--- src/rtl/sync_fifo_fwft.sv ---
// Single-clock first-word-fall-through FIFO with occupancy count, flush and sticky error flags.
// Define FIFO_WATERMARK_EN to drive almost_full/almost_empty from count; otherwise both are tied low.
module sync_fifo_fwft #(
  parameter int DATA_W    = 32,
  parameter int ADDR_W    = 3,
  parameter int AFULL_TH  = 6,
  parameter int AEMPTY_TH = 2
) (
  input  logic              clk,
  input  logic              rst_n,
  input  logic              flush,
  input  logic              wr_en,
  input  logic [DATA_W-1:0] wr_data,
  input  logic              rd_en,
  output logic [DATA_W-1:0] rd_data,
  output logic              full,
  output logic              empty,
  output logic [ADDR_W:0]   count,
  output logic              overflow,
  output logic              underflow,
  input  logic              clr_err,
  output logic              almost_full,
  output logic              almost_empty
);

  localparam int             DEPTH   = 1 << ADDR_W;
  localparam logic [ADDR_W:0] PTR_ONE = (ADDR_W+1)'(1);

  logic [DATA_W-1:0] mem [DEPTH];
  logic [ADDR_W:0]   wr_ptr;
  logic [ADDR_W:0]   rd_ptr;
  logic [1:0]        rst_sync;
  logic              rst_int_n;
  logic              wr_ok;
  logic              rd_ok;
  logic              overflow_set;
  logic              underflow_set;

  // Reset enters asynchronously but leaves only on a clock edge.
  always_ff @(posedge clk or negedge rst_n) begin
    if (!rst_n) begin
      rst_sync <= 2'b00;
    end else begin
      rst_sync <= {rst_sync[0], 1'b1};
    end
  end

  assign rst_int_n = rst_sync[1];

  assign empty = (wr_ptr == rd_ptr);
  assign full  = (wr_ptr[ADDR_W] != rd_ptr[ADDR_W]) &&
                 (wr_ptr[ADDR_W-1:0] == rd_ptr[ADDR_W-1:0]);
  assign count = wr_ptr - rd_ptr;

  assign wr_ok = wr_en && (!full || rd_en);
  assign rd_ok = rd_en && !empty;

  // flush swallows the whole cycle, including any error it would otherwise raise
  assign overflow_set  = !flush && wr_en && !wr_ok;
  assign underflow_set = !flush && rd_en && empty;

  always_ff @(posedge clk) begin
    if (!flush && wr_ok) begin
      mem[wr_ptr[ADDR_W-1:0]] <= wr_data;
    end
  end

  always_ff @(posedge clk or negedge rst_int_n) begin
    if (!rst_int_n) begin
      wr_ptr <= '0;
      rd_ptr <= '0;
    end else if (flush) begin
      wr_ptr <= '0;
      rd_ptr <= '0;
    end else begin
      if (wr_ok) begin
        wr_ptr <= wr_ptr + PTR_ONE;
      end
      if (rd_ok) begin
        rd_ptr <= rd_ptr + PTR_ONE;
      end
    end
  end

  // A new error in the same cycle as clr_err keeps the flag set.
  always_ff @(posedge clk or negedge rst_int_n) begin
    if (!rst_int_n) begin
      overflow  <= 1'b0;
      underflow <= 1'b0;
    end else begin
      if (overflow_set) begin
        overflow <= 1'b1;
      end else if (clr_err) begin
        overflow <= 1'b0;
      end
      if (underflow_set) begin
        underflow <= 1'b1;
      end else if (clr_err) begin
        underflow <= 1'b0;
      end
    end
  end

  assign rd_data = empty ? '0 : mem[rd_ptr[ADDR_W-1:0]];

`ifdef FIFO_WATERMARK_EN
  localparam logic [ADDR_W:0] AFULL_LV  = (ADDR_W+1)'(AFULL_TH);
  localparam logic [ADDR_W:0] AEMPTY_LV = (ADDR_W+1)'(AEMPTY_TH);

  assign almost_full  = (count >= AFULL_LV);
  assign almost_empty = (count <= AEMPTY_LV);
`else
  assign almost_full  = 1'b0;
  assign almost_empty = 1'b0;
`endif

endmodule

--- config.mk ---
export PLATFORM = sky130hd
export DESIGN_NAME = sync_fifo_fwft
export DESIGN_NICKNAME = d
export VERILOG_FILES = /design/src/rtl/sync_fifo_fwft.sv
export SDC_FILE = /design/constraint.sdc
export NUM_CORES = 1
export LEC_CHECK = 0
export ABC_AREA = 1
export CORE_MARGIN = 2
export CORE_UTILIZATION = 40
export CTS_BUF_LIST = sky130_fd_sc_hd__clkbuf_16
export CTS_CLUSTER_DIAMETER = 40
export DETAILED_ROUTE_END_ITERATION = 8
export PLACE_DENSITY = 0.62
export REMOVE_ABC_BUFFERS = 1
export SYNTH_ARGS = -nofsm -noshare
export SYNTH_HDL_FRONTEND = slang
export SYNTH_SLANG_ARGS = --single-unit
--- constraint.sdc ---
create_clock -name clk -period 3.1 [get_ports clk]
set_clock_uncertainty 0.1 [all_clocks]
set_input_delay 0.775 -clock clk [delete_from_list [all_inputs] [get_ports clk]]
set_output_delay 0.775 -clock clk [all_outputs]
set_load 0.05 [all_outputs]
After elaboration in Yosys (flattened, before gate mapping)
Memories as Yosys holds them, arrays and structs flattened. Cells that the tools add are included.

Multiply operators: 0. Reduce and logical (&&, ||, !) cells: 17. Bitwise operators: 0. Div/mod/pow operators: 0. Add/sub/neg operators: 3. Muxes and demuxes: 10. Equal/unequal tests: 3. Order comparisons: 0. Shift operators: 0.

Operator list (count): $mux W32 (1); $mux W4 (4); $add A4 B1 Y4 const B (2); $logic_and A1 B1 Y1 (8); $reduce_bool A2 Y1 (4); $mux W1 (5); $eq A4 B4 Y1 (1); $logic_not A1 Y1 (4); $sub A4 B4 Y4 (1); $eq A3 B3 Y1 (1); $logic_or A1 B1 Y1 (1); $ne A1 B1 Y1 (1).

Output and inout port bits: 42. RAM bits: 256. Register bits after elaboration: 12. ROM bits: 0. Memories: 1. Bits in latches: 0.

Memories: mem (depth 8, width 32, rd ports 1, clocked after Yosys merged registers in 0, wr ports 1, RTL line 29) `logic [DATA_W-1:0] mem [DEPTH];`.

Longest topological paths before layout
Word-level depth: 8. Depth in mapped cells: 11.

Least setup slack after synthesis
No wires, ideal clock.

Kind: register to register. Start point: register rd_ptr[2]. End point: memory mem[2][0], enable pin. Stages on the path, launching flop included: 11. Slack: -0.452 ns. Arrival: 3.031 ns. Buffers on the path: 3. Cell sequence: dfrtp_1 > buf_2 > buf_2 > buf_2 > inv_1 > ha_1 > nand2_1 > nor2_1 > nand3_1 > nand4_1 > nor2_1.

Longest elaborated chain between the ends: 8.

RTL lines: start, declared (RTL line 31) `logic [ADDR_W:0] rd_ptr;`; start signal, assigned (RTL line 80) `rd_ptr <= rd_ptr + PTR_ONE;`; $eq A3 B3 Y1 (RTL line 52) `(wr_ptr[ADDR_W-1:0] == rd_ptr[ADDR_W-1:0]);`; $logic_and A1 B1 Y1 (RTL line 51) `assign full = (wr_ptr[ADDR_W] != rd_ptr[ADDR_W]) &&`; $logic_not A1 Y1 (RTL line 55) `assign wr_ok = wr_en && (!full || rd_en);`; $logic_or A1 B1 Y1 (RTL line 55); $logic_and A1 B1 Y1 (RTL line 55); $logic_and A1 B1 Y1 (RTL line 63) `if (!flush && wr_ok) begin`; $mux W1 (RTL line 63); $mux W1 (not written as such) (RTL line 64) `mem[wr_ptr[ADDR_W-1:0]] <= wr_data;`; end, declared (RTL line 29).

Every way passes these cells.

Final worst setup path
Start point: register rd_ptr[0]. End point: output port rd_data[25].

Longest elaborated chain between the ends: 2. Elaborated cells between the ends (all ways): 3. Those cells by class: eq/ne (1); mux (1); memory (1).

RTL lines: $mem_v2 Z8 W32 or $eq A4 B4 Y1 (tied branches); $mux W32 (*) (RTL line 104) `assign rd_data = empty ? '0 : mem[rd_ptr[ADDR_W-1:0]];`; end, declared (RTL line 15) `output logic [DATA_W-1:0] rd_data,`.

Mark *: on every way between the ends. The rest lies on a longest branch, timed or not.

==> flow_summary.toml <==
[cts]
cts_tree = "built"
clockBufferDepth = 3
numCtsBuffers = 35
insertion_delay_ns = 0.49
htreeDepth = 2
cts_root_buf = "clkbuf_16"
ctsHoldBuffers = 0
clock-sinks = 268
clk_pin_slew_ns = 0.05

[floorplanning]
start_util = 0.403
pin_count = 80
core_area_um2 = 28500
die-area_um2 = 30100
rows = 62
fp.dieH_um = 173
die_w_um = 173

[global_route]
grt.overflow.total = 0
gr-usage-all-layers = 0.173
grt_pass1_wl_um = 40400
antenna_found_initial = 2
grt_max_degree = 102
grt_pass1_vias = 7546

[setup_path]
slowest_delay_ns = 0.53
slowest_stage = "dfrtp_4"
start_kind = "register"
cp_max_fo = 6
worst-endpoint-required_ns = 2.22
reg2reg_slack_ns = 0.71
r2r_end = "mem[6][16]"
worstReg2RegStart = "rd_ptr[0]"
cp-end-kind = "output port"
path_buf_inv = 4
critical_path_arrival_ns = 2.18
rr_worst_depth = 9
critPathKind = "reg2out"
critical_path.top_delay_family = "flip-flops"
path_cells = "ha_4 > inv_4 > nor2_4 > nand2_4 > buf_12 > buf_8 > nand2_2 > nor2_4 > buf_12"

[final_layout]
multi_input_area_um2 = 3010
fill_cells = 2394
fin_area_um2 = 14900
drive_gt1_frac = 0.170
ff_latch_area_um2 = 8000
final_cells = 1608
fin_util = 0.525
final_cell_mix = "edfxtp_1 (256), nor2_1 (217), nand2_1 (213)"
area_delta_synth_final_pct = 30.1
final_common_cell = "edfxtp_1"
final_nets = 1241

[yosys]
ys_seq_area_frac = 0.696
avgSynthCellArea_um2 = 10.5
syn-cell-area_um2 = 11500
yosys_register_bits = 268
synth_warnings = 0
synth_cell_types = 21
syn_inst = 1095

[sta]
fmax_mhz = 327
worst_slew_pin_slew_ns = 0.706
drv_slew = 0
rsz0062_at_grt = "yes"
relSlewSlack = 0.530
min_period_ns = 3.06
setup_viol = 0
finalCritPeriodShare = 0.986
hold_viol_final = 0
hold_ws_ns = 0.0806

[worst_hold_path]
hold_class = "reg2async"

[power_and_ir_drop]
ir_worst_vdd_mv = 0.344
leakagePower_nw = 5.81
total_power_mw = 10.7
power.density_nw_per_um2 = 716

[routing]
drc = 0
wl_per_cell_um = 16.7
drt_wl_total_um = 26800
first_pass_iters = 4
drtIter0Drc = 555
route.vias.total = 7710
ant_nets = 0
viasPerCell = 4.79

[placed_design]
place_congestion = 0.777
hpwl_um = 13400
placed_cell_area_um2 = 13300
place_inst = 1532
io_buffers = 77

[run_status]
status = "completed"

[job]
maxCapViolations = 0
## logic make-up (layout without fill, tap and decap cells)
kind of cell / after synthesis / in the layout / share of synthesized area
AOI/OAI and AO/OA: 66 / 66 / 0.0288
xor gates and xnor gates: 4 / 4 / 0.00305
adders and majority gates: 6 / 6 / 0.00719
buffers and inverters: 169 / 296 / 0.0640
DFF: 268 / 268 / 0.696
other: 2 / 4 / 0.000654
and+or+nand+nor: 580 / 580 / 0.200
## registers in the layout (all words and copies together) (netlist names)
register	flops
wr_ptr	4
overflow	1
rd_ptr	4
rst_sync	2
underflow	1
mem	256
## worst max path at each step
stage	cells past startpoint	endpoint	slack [ns]	start
floorplan	6	rd_data[0]	-3.73	rd_ptr[0]
global placement	7	mem[6][11]	0.33	rd_en
detailed placement	7	mem[6][11]	0.33	rd_en
CTS	8	rd_data[18]	0.001	rd_ptr[0]
global route	9	rd_data[27]	-0.05	rd_ptr[0]
finish	9	rd_data[25]	0.04	rd_ptr[0]
## worst reg2reg max path, cell delays in order, from the launching register on
cell     delay, ns
dfrtp_4       0.53
ha_4          0.25
inv_4         0.08
nor2_4        0.05
buf_4         0.12
nand3_1       0.18
nand4_1       0.11
buf_4         0.18
nor2_4        0.26
buf_12        0.22
## power by group
| group | total [mW] | switching, mW | internal, mW | leakage [nW] |
|---|---|---|---|---|
| sequential | 4.05 | 0.0259 | 4.03 | 2.47 |
| combinational | 2.73 | 1.58 | 1.14 | 2.78 |
| clock | 3.91 | 1.51 | 2.40 | 0.570 |
## per-stage QoR
step | TNS, ns | worst slack [ns]
global route | -0.373 | -0.0510
CTS | 0 | 0.00136
detailed placement | 0 | 0.333
floorplan | -897.81 | -3.73
finish | 0 | 0.0447
global placement | 0 | 0.328
## cell usage after synthesis (all sizes together)
library cell    n  share of area
nor2          269          0.088
edfxtp        256           0.67
nand2         220          0.072
inv           110          0.036
nand3          84          0.037
o21ai          65          0.028
buf            41          0.022
clkbuf         17         0.0056
dfrtp          12          0.026
nand4           6         0.0033
ha              5         0.0055
xor2            3         0.0023
conb            2        0.00065
a21oi           1        0.00044
clkinv          1        0.00033
fa              1         0.0017
nand3b          1        0.00065
xnor2           1        0.00076
## area by class of cell
| cell class | count | share of cell area |
|---|---|---|
| flip-flops and latches | 268 | 0.535 |
| multi-input cells | 659 | 0.202 |
| repair buffers | 122 | 0.124 |
| clock buffers | 36 | 0.0603 |
| well taps | 384 | 0.0322 |
| inverters | 111 | 0.0286 |
| clock inverters | 27 | 0.0172 |
| diodes | 1 | 0.000168 |
## what timing repair did
| action | in CTS | in global routing |
|---|---|---|
| cloned | 2 | 3 |
| setup buffers | 1 | 6 |
| resized for setup | 27 | 57 |
| pin swaps | 10 | 9 |
| endpoints found under the setup margin | 33 | 34 |
## layer usage
metal / up-vias / track usage / part of all wire / wire [um]
li1: 3787 / - / - / -
met1: 3677 / 0.225 / 0.44 / 11900
met2: 196 / 0.287 / 0.48 / 12900
met3: 48 / 0.0386 / 0.054 / 1440
met4: 2 / 0.0604 / 0.022 / 590
met5: - / 0 / 0.00052 / 14
No activity file was read; power rests on OpenSTA's default activity.
